`src/rtl/mips_multicycle_sequencer.sv`:
```
// mips_multicycle_sequencer
//   Multicycle control FSM for a MIPS datapath. Each instruction steps through
//   FETCH, DECODE, EXEC, MEM and WB as it needs them. Every cycle the FSM drives
//   the enables for PC, IR, the register file and the shared memory port.
//
//   Optional feature: define MIPS_SEQ_PERF_EN to add the saturating counters
//   cycle_cnt and instr_cnt.
//
// Ports
//   clk, rst_n          clock, async active-low reset
//   run                 run enable, sampled on every transition into FETCH
//   opcode, funct       IR fields; opcode is valid from DECODE onward
//   mem_ack             memory completed the current request
//   mem_req, mem_we     memory request (held until ack), write qualifier
//   iord                memory address select: 0 = PC, 1 = ALU result
//   ir_write, pc_write  IR / PC load enables
//   pc_src              0 = PC+4, 1 = branch target, 2 = jump target, 3 = rs
//   branch              01 = beq, 10 = bne (datapath qualifies with zero)
//   reg_write, reg_dst  regfile write enable, dest select 0 = rt, 1 = rd, 2 = $31
//   mem_to_reg          write data select: 0 = ALU, 1 = memory
//   state_o             current state encoding
//   instr_done          one-cycle retirement pulse
//   err                 memory timeout; sticky until reset
//   cycle_cnt, instr_cnt  perf counters (MIPS_SEQ_PERF_EN only)
module mips_multicycle_sequencer #(
  parameter int MEM_TIMEOUT = 16,
  parameter int CNT_WIDTH   = 32
) (
  input  logic       clk,
  input  logic       rst_n,
  input  logic       run,
  input  logic [5:0] opcode,
  input  logic [5:0] funct,
  input  logic       mem_ack,
  output logic       mem_req,
  output logic       mem_we,
  output logic       iord,
  output logic       ir_write,
  output logic       pc_write,
  output logic [1:0] pc_src,
  output logic [1:0] branch,
  output logic       reg_write,
  output logic [1:0] reg_dst,
  output logic       mem_to_reg,
  output logic [2:0] state_o,
  output logic       instr_done,
  output logic       err
`ifdef MIPS_SEQ_PERF_EN
  ,
  output logic [CNT_WIDTH-1:0] cycle_cnt,
  output logic [CNT_WIDTH-1:0] instr_cnt
`endif
);

  if (MEM_TIMEOUT < 1) begin : g_bad_to
    $error("MEM_TIMEOUT must be >= 1");
  end
  if (CNT_WIDTH < 1) begin : g_bad_cw
    $error("CNT_WIDTH must be >= 1");
  end

  typedef enum logic [2:0] {
    IDLE   = 3'd0,
    FETCH  = 3'd1,
    DECODE = 3'd2,
    EXEC   = 3'd3,
    MEM    = 3'd4,
    WB     = 3'd5,
    ERR    = 3'd7
  } state_t;

  localparam logic [5:0] OP_RTYPE = 6'h00, OP_J  = 6'h02, OP_JAL = 6'h03,
                         OP_BEQ   = 6'h04, OP_BNE = 6'h05, OP_LW = 6'h23,
                         OP_SB    = 6'h28, OP_SH  = 6'h29, OP_SW = 6'h2B;
  localparam logic [5:0] FN_JR = 6'h08;
  localparam int TW = $clog2(MEM_TIMEOUT + 1);

  state_t         state, state_d;
  logic [5:0]     op, fn;
  logic [TW-1:0]  tcnt;
  logic           tmo, is_store, is_mem;
  state_t         nxt_fetch;

  // This cycle is the MEM_TIMEOUT-th consecutive one without an ack.
  assign tmo       = (tcnt == TW'(MEM_TIMEOUT - 1));
  assign is_store  = (op == OP_SB) || (op == OP_SH) || (op == OP_SW);
  assign is_mem    = is_store || (op == OP_LW);
  // run gates every return to FETCH; the current instruction still retires.
  assign nxt_fetch = run ? FETCH : IDLE;
  assign state_o   = state;

  always_ff @(posedge clk or negedge rst_n) begin
    if (!rst_n) begin
      state <= IDLE;
      op    <= '0;
      fn    <= '0;
      tcnt  <= '0;
    end else begin
      state <= state_d;
      if (state == DECODE) begin
        op <= opcode;
        fn <= funct;
      end
      // Non-memory states hold the counter at zero, which clears it on entry.
      if ((state == FETCH || state == MEM) && !mem_ack) tcnt <= tcnt + 1'b1;
      else                                              tcnt <= '0;
    end
  end

  always_comb begin
    state_d    = state;
    mem_req    = 1'b0;
    mem_we     = 1'b0;
    iord       = 1'b0;
    ir_write   = 1'b0;
    pc_write   = 1'b0;
    pc_src     = 2'd0;
    branch     = 2'b00;
    reg_write  = 1'b0;
    reg_dst    = 2'd0;
    mem_to_reg = 1'b0;
    instr_done = 1'b0;
    err        = 1'b0;
    unique case (state)
      IDLE: if (run) state_d = FETCH;
      FETCH: begin
        mem_req = 1'b1;
        if (mem_ack) begin
          ir_write = 1'b1;
          pc_write = 1'b1;
          state_d  = DECODE;
        end else if (tmo) begin
          state_d = ERR;
        end
      end
      DECODE: begin
        // op/fn are still being latched, so decode from the live IR here.
        if (opcode == OP_J) begin
          pc_write   = 1'b1;
          pc_src     = 2'd2;
          instr_done = 1'b1;
          state_d    = nxt_fetch;
        end else if (opcode == OP_JAL) begin
          state_d = WB;
        end else begin
          state_d = EXEC;
        end
      end
      EXEC: begin
        if (op == OP_BEQ || op == OP_BNE) begin
          branch     = (op == OP_BEQ) ? 2'b01 : 2'b10;
          pc_src     = 2'd1;
          instr_done = 1'b1;
          state_d    = nxt_fetch;
        end else if (op == OP_RTYPE && fn == FN_JR) begin
          pc_write   = 1'b1;
          pc_src     = 2'd3;
          instr_done = 1'b1;
          state_d    = nxt_fetch;
        end else if (is_mem) begin
          state_d = MEM;
        end else begin
          state_d = WB;
        end
      end
      MEM: begin
        mem_req = 1'b1;
        iord    = 1'b1;
        mem_we  = is_store;
        if (mem_ack) begin
          if (is_store) begin
            instr_done = 1'b1;
            state_d    = nxt_fetch;
          end else begin
            state_d = WB;
          end
        end else if (tmo) begin
          state_d = ERR;
        end
      end
      WB: begin
        reg_write  = 1'b1;
        instr_done = 1'b1;
        state_d    = nxt_fetch;
        if (op == OP_RTYPE) begin
          reg_dst = 2'd1;
        end else if (op == OP_JAL) begin
          reg_dst  = 2'd2;
          pc_write = 1'b1;
          pc_src   = 2'd2;
        end else if (op == OP_LW) begin
          mem_to_reg = 1'b1;
        end
      end
      ERR: err = 1'b1;
      default: state_d = IDLE;
    endcase
  end

`ifdef MIPS_SEQ_PERF_EN
  always_ff @(posedge clk or negedge rst_n) begin
    if (!rst_n) begin
      cycle_cnt <= '0;
      instr_cnt <= '0;
    end else begin
      if (state != IDLE && state != ERR && cycle_cnt != '1) cycle_cnt <= cycle_cnt + 1'b1;
      if (instr_done && instr_cnt != '1)                    instr_cnt <= instr_cnt + 1'b1;
    end
  end
`endif

endmodule

```
`config.mk`:
```
export PLATFORM = sky130hd
export DESIGN_NAME = mips_multicycle_sequencer
export DESIGN_NICKNAME = d
export VERILOG_FILES = /design/src/rtl/mips_multicycle_sequencer.sv
export SDC_FILE = /design/constraint.sdc
export NUM_CORES = 1
export LEC_CHECK = 0
export CORE_ASPECT_RATIO = 0.8
export CORE_MARGIN = 4
export CORE_UTILIZATION = 31
export CTS_CLUSTER_DIAMETER = 200
export DETAILED_ROUTE_END_ITERATION = 12
export PLACE_DENSITY = 0.56
export SYNTH_ARGS = -nofsm -noshare
export SYNTH_HDL_FRONTEND = slang
export SYNTH_SLANG_ARGS = --single-unit
```
`constraint.sdc`:
```
create_clock -name clk -period 5.9 [get_ports clk]
set_input_delay 1.77 -clock clk [delete_from_list [all_inputs] [get_ports clk]]
set_output_delay 1.77 -clock clk [all_outputs]
set_load 0.05 [all_outputs]
```
# After elaboration in Yosys (flattened, before gate mapping)
# Cells that the tools add are included.
dict set report totals {
  reg_bits 20
  inputBits 16
  elab_cells 81
}
dict set report classes {
  addsub 1
  n_eq_ne 18
  mux 45
  bitwise_logic 1
  n_reduce_logical 12
}
# operator count
set op_table {}
lappend op_table {{$mux 3} 9}
lappend op_table {{$eq 6x6->1 const B} 4}
lappend op_table {{$mux 1} 21}
lappend op_table {{$pmux 3 s7} 1}
lappend op_table {{$mux 2} 10}
lappend op_table {{$eq 6x2->1 const B} 3}
lappend op_table {{$eq 6x3->1 const B} 2}
lappend op_table {{$eq 3x3->1 const B} 3}
lappend op_table {{$pmux 1 s4} 2}
lappend op_table {{$eq 3x2->1 const B} 2}
lappend op_table {{$eq 6x4->1 const B} 1}
lappend op_table {{$logic_not 6->1} 1}
lappend op_table {{$pmux 2 s3} 1}
lappend op_table {{$add 5x1->5 const B} 1}
lappend op_table {{$eq 5x4->1 const B} 1}
lappend op_table {{$logic_or 1x1->1} 5}
lappend op_table {{$mux 5} 1}
lappend op_table {{$eq 3x1->1 const B} 1}
lappend op_table {{$logic_not 3->1} 1}
lappend op_table {{$logic_and 1x1->1} 2}
lappend op_table {{$ne 2x2->1 const B} 1}
lappend op_table {{$reduce_and 2->1} 1}
lappend op_table {{$reduce_or 2->1} 1}
lappend op_table {{$logic_not 1->1} 1}
lappend op_table {{$not 1->1} 1}

# Logic depth before layout (Yosys ltp)
dict set report logic_depth {
  word_depth 8
  mapped_depth 6
  ltp_nobuf 6
}

# Worst setup path after synthesis
# No wires, ideal clock.
dict set report synth_timing {
  kind {input-to-output}
  start {in opcode[3]}
  end {out instr_done}
  arrival_time_ns 2.934
  required_ns 4.130
  setup_slack_ns 1.196
  cell_stages 4
  path_buffers 0
  cell_sequence {nor4_1 > nand2_1 > nor3b_1 > or3_1}
}
dict set report synth_between {
  elab_chain_cells 3
}
# item line
set synth_rtl {}
lappend synth_rtl {{from (decl)} 32} ;# input logic [5:0] opcode,
lappend synth_rtl {{$eq 6x2->1} 138} ;# if (opcode == OP_J) begin
lappend synth_rtl {{$mux 1} 138}
lappend synth_rtl {{$pmux 1 s4} 124} ;# unique case (state)
lappend synth_rtl {{to (decl)} 46} ;# output logic instr_done,
# Every way passes these cells.

# Worst setup path after layout
dict set report layout_timing {
  start {in opcode[2]}
  end {out instr_done}
}
# The elaborated chain is that of the path after synthesis.

==> reports/qor_table.md <==
| Stage | Parameter | Value |
| --- | --- | --- |
| timing | Part of the cycle the worst path needs | 91.19% |
| cells and area | Fraction of layout instances using a drive strength above 1 | 15.13% |
| timing | Min Tclk post-route | 5380 ps |
| worst hold path | Class of the most critical hold timing path | reg2reg |
| timing | Slew of the pin with the lowest slew margin | 876.7 ps |
| critical path | Register-to-Register Path Depth | 4 |
| critical path | CP endpoint kind | output pin |
| cts | Post-CTS Hold Fix Bufs | 0 |
| synth | Share of the synthesized area in the top cell type | 42.51% |
| cts | Clock transition at the registers of the reported paths | 70 ps |
| worst hold path | Endpoint of the worst hold path | tcnt[0] |
| route | Via density | 5.273 |
| cts | Number of buffers on the longest clock path | 2 |
| route | Final WL | 2.798 mm |
| synth | Cells taking the most area after synthesis | dfrtp_1, mux2_2, nor2_1 |
| grt | Maximum number of pins on one net before global-route repair | 21 |
| cells and area | Fill cell count | 340 |
| power and ir drop | Worst ir drop on vdd | 0.1716 mV |
| cells and area | Layout Area Growth over Synthesis | 34.11% |
| synth | Syn avg cell area | 9.811 sq um |
| critical path | End of the worst register-to-register path | state_o[0] |
| synth | Total number of yosys warnings | 0 |
| critical path | Worst Path Max Fanout | 3 |
| cts | Source-to-sink clock delay at the later pin of the worst-skew pair | 250 ps |
| cts | Clock tree from TritonCTS | done |
| synth | Most frequent cells after synthesis | dfrtp_1, nor2_1, mux2_2 |
| route | Wire per inst | 14.42 microns |
| cts | # H-tree levels | 1 |
| grt | Wire length of the first global-routing pass | 4.733 mm |
| critical path | Register-to-register setup slack | 4110 ps |
| timing | Maximum operating frequency | 185.9 MHz |
| route | Iteration-0 DRC Markers | 76 |
| timing | Min setup slack post-route | 519.6 ps |
| placed design | GPL Wtd Cong | 0.7920 |
| worst hold path | HP Start | tcnt[0] |
| floorplan | Die ar. | 4854 sq um |
| run status | Result of the run | finished, final reports clean |
| grt | GRT Residual Overflow | 0 |
| placed design | Number of port buffers | 33 |
| synth | Instance count of the mapped netlist | 120 |
| timing | Number of max-slew violations in the final report | 0 |
| floorplan | Core area | 3542 sq um |
| route | Number of nets with antenna violations after routing | 0 |
| cts | Buffers inserted by post-CTS timing repair | 0 |
| floorplan | Die extent in y | 63.12 microns |
| placed design | Placed wire-length estimate | 2.254 mm |
| cts | Post-CTS resize count | 0 |
| route | Drt first pass iters | 4 |
| synth | Syn_nets | 138 |
| power and ir drop | Static leakage | 0.6677 nW |
| synth | FFs w/ async S/R, synth | 100.0% |
| cells and area | Count of nets after finishing | 172 |
| critical path | Worst R2R Start | op[3] |
| cells and area | Area of the multi-input gates | 631.9 sq um |
| critical path | Data arrival time of the critical path | 3610 ps |
| critical path | Required time at the worst-slack endpoint | 4130 ps |
| timing | Setup TNS | 0 ps |
| cts | TritonCTS Buffers | 3 |
| timing | Setup violators final | 0 |
| floorplan | Chip Width | 76.90 microns |
| critical path | Critical path class | in2out |
| grt | Vias in the first global route | 952 |
| timing | RSZ-0062 raised after global routing | false |
| synth | Synth Cell Area | 1177 sq um |
| placed design | Pre-CTS worst setup slack | 562.8 ps |
| timing | Relative max-transition margin | 41.37% |
| flow run | Max-Cap Viols | 0 |
| synth | Library cells used by synthesis | 35 |
| synth | Cell accounting for the most synthesized area | dfrtp_1 |
| route | Post-detailed-route DRC marker count | 0 |
| cells and area | Sequential Area | 500.5 sq um |
| synth | Post-synth EDFFs | 0 |
| timing | Total count of hold-check failures in the final report | 0 |
| power and ir drop | Power per standard cell area | 479.1 nW/um^2 |
| timing | Clock skew after layout | 1.375 ps |
| synth | Flops & latches, synth | 20 |
| cells and area | Diode count | 0 |
| floorplan | Starting density of the core | 33.24% |
| worst hold path | Number of cells traversed by the worst hold path | 1 |
| synth | Prevailing post-synth register cell | dfrtp_1 |
| cts | Clock root buffer | clkbuf_8 |
| grt | Overall global routing resource usage | 11.97% |
| synth | Sequential-to-total area share from yosys stat | 42.51% |
| grt | Number of antenna violations at the first check in global routing | 0 |
| floorplan | Number of placement rows | 19 |
| floorplan | Number of ports placed on the die boundary | 34 |
| critical path | Startpoint type of the worst setup path | input pin |
| cts | Clock sink count | 20 |
| synth | Library cell with the highest instance count after synthesis | dfrtp_1 |
| route | Vias | 1023 |
how the worst max path moves through the flow:
stage | cells after the start | from | endpoint
CTS | 6 | opcode[2] | instr_done
global route | 6 | opcode[3] | instr_done
detailed placement | 6 | opcode[3] | instr_done
finish | 6 | opcode[2] | instr_done
global placement | 6 | opcode[3] | instr_done
floorplan | 4 | opcode[3] | instr_done
layout by cell type, fill, tap and decap left out, drive strengths merged, types with 3 or more instances in the layout:
cell type | Yosys | final
nor3b | 3 | 3
mux2 | 12 | 12
nand4 | 4 | 4
nand2b | 3 | 3
nor2 | 16 | 16
dfrtp | 20 | 20
nand3 | 5 | 5
or3 | 4 | 4
inv | 6 | 6
nand2 | 8 | 8
clkbuf | 2 | 3
clkdlybuf4s50 | 0 | 30
nor2b | 5 | 5
buf | 3 | 4
power by group:
group	switching (mW)	total (mW)	internal [mW]	leakage, nW
Combinational	0.223	0.399	0.177	0.398
Sequential	0.0766	0.271	0.194	0.248
Clock	0.0413	0.0867	0.0454	0.0216
registers in the layout (all words and copies together) (netlist names):
name	count
fn	6
state_o	3
op	6
tcnt	5
final cells by class:
| type | instances | share of cell area, % |
|---|---|---|
| multi-input cells | 89 | 40.02 |
| inverters | 6 | 1.426 |
| repair buffers | 34 | 20.92 |
| flip-flops and latches | 20 | 31.70 |
| clock buffers | 3 | 2.615 |
| well taps | 42 | 3.328 |
critical path: stages:
cell	delay (ps)
clkdlybuf4s50_1	420
nor4_1	540
nand2_1	150
nor3b_1	350
or3_1	180
buf_4	190
per-stage QoR:
step                instances  instance area (sq um)  total power, mW  util [%]  hold slack (ps)
floorplan                 120                   1177           0.5597         -            431.9
global placement          191                   1538           0.6722     43.41            451.9
detailed placement        191                   1538           0.6742     43.41            457.8
CTS                       194                   1579           0.7637     44.58            467.0
global route              194                   1579           0.8098     44.58            493.8
finish                    194                   1579           0.7565     44.58            465.0
metal layers:
metal / global-route usage (%) / vias up / wire length (microns)
li1: - / 500 / -
met3: 2.564 / 3 / 186
met4: 3.394 / 0 / 21
met2: 17.28 / 30 / 1180
met5: 0 / - / 0
met1: 17.82 / 490 / 1409
cell families after synthesis:
kind of cell | Yosys count | synth area share (%)
fa+ha+maj | 2 | 2.125
flops | 20 | 42.51
compound gates | 12 | 8.183
simple gates | 60 | 29.65
mux | 12 | 11.48
buf+inv | 11 | 3.825
xor+xnor | 3 | 2.232
No activity file was read; power rests on OpenSTA's default activity.
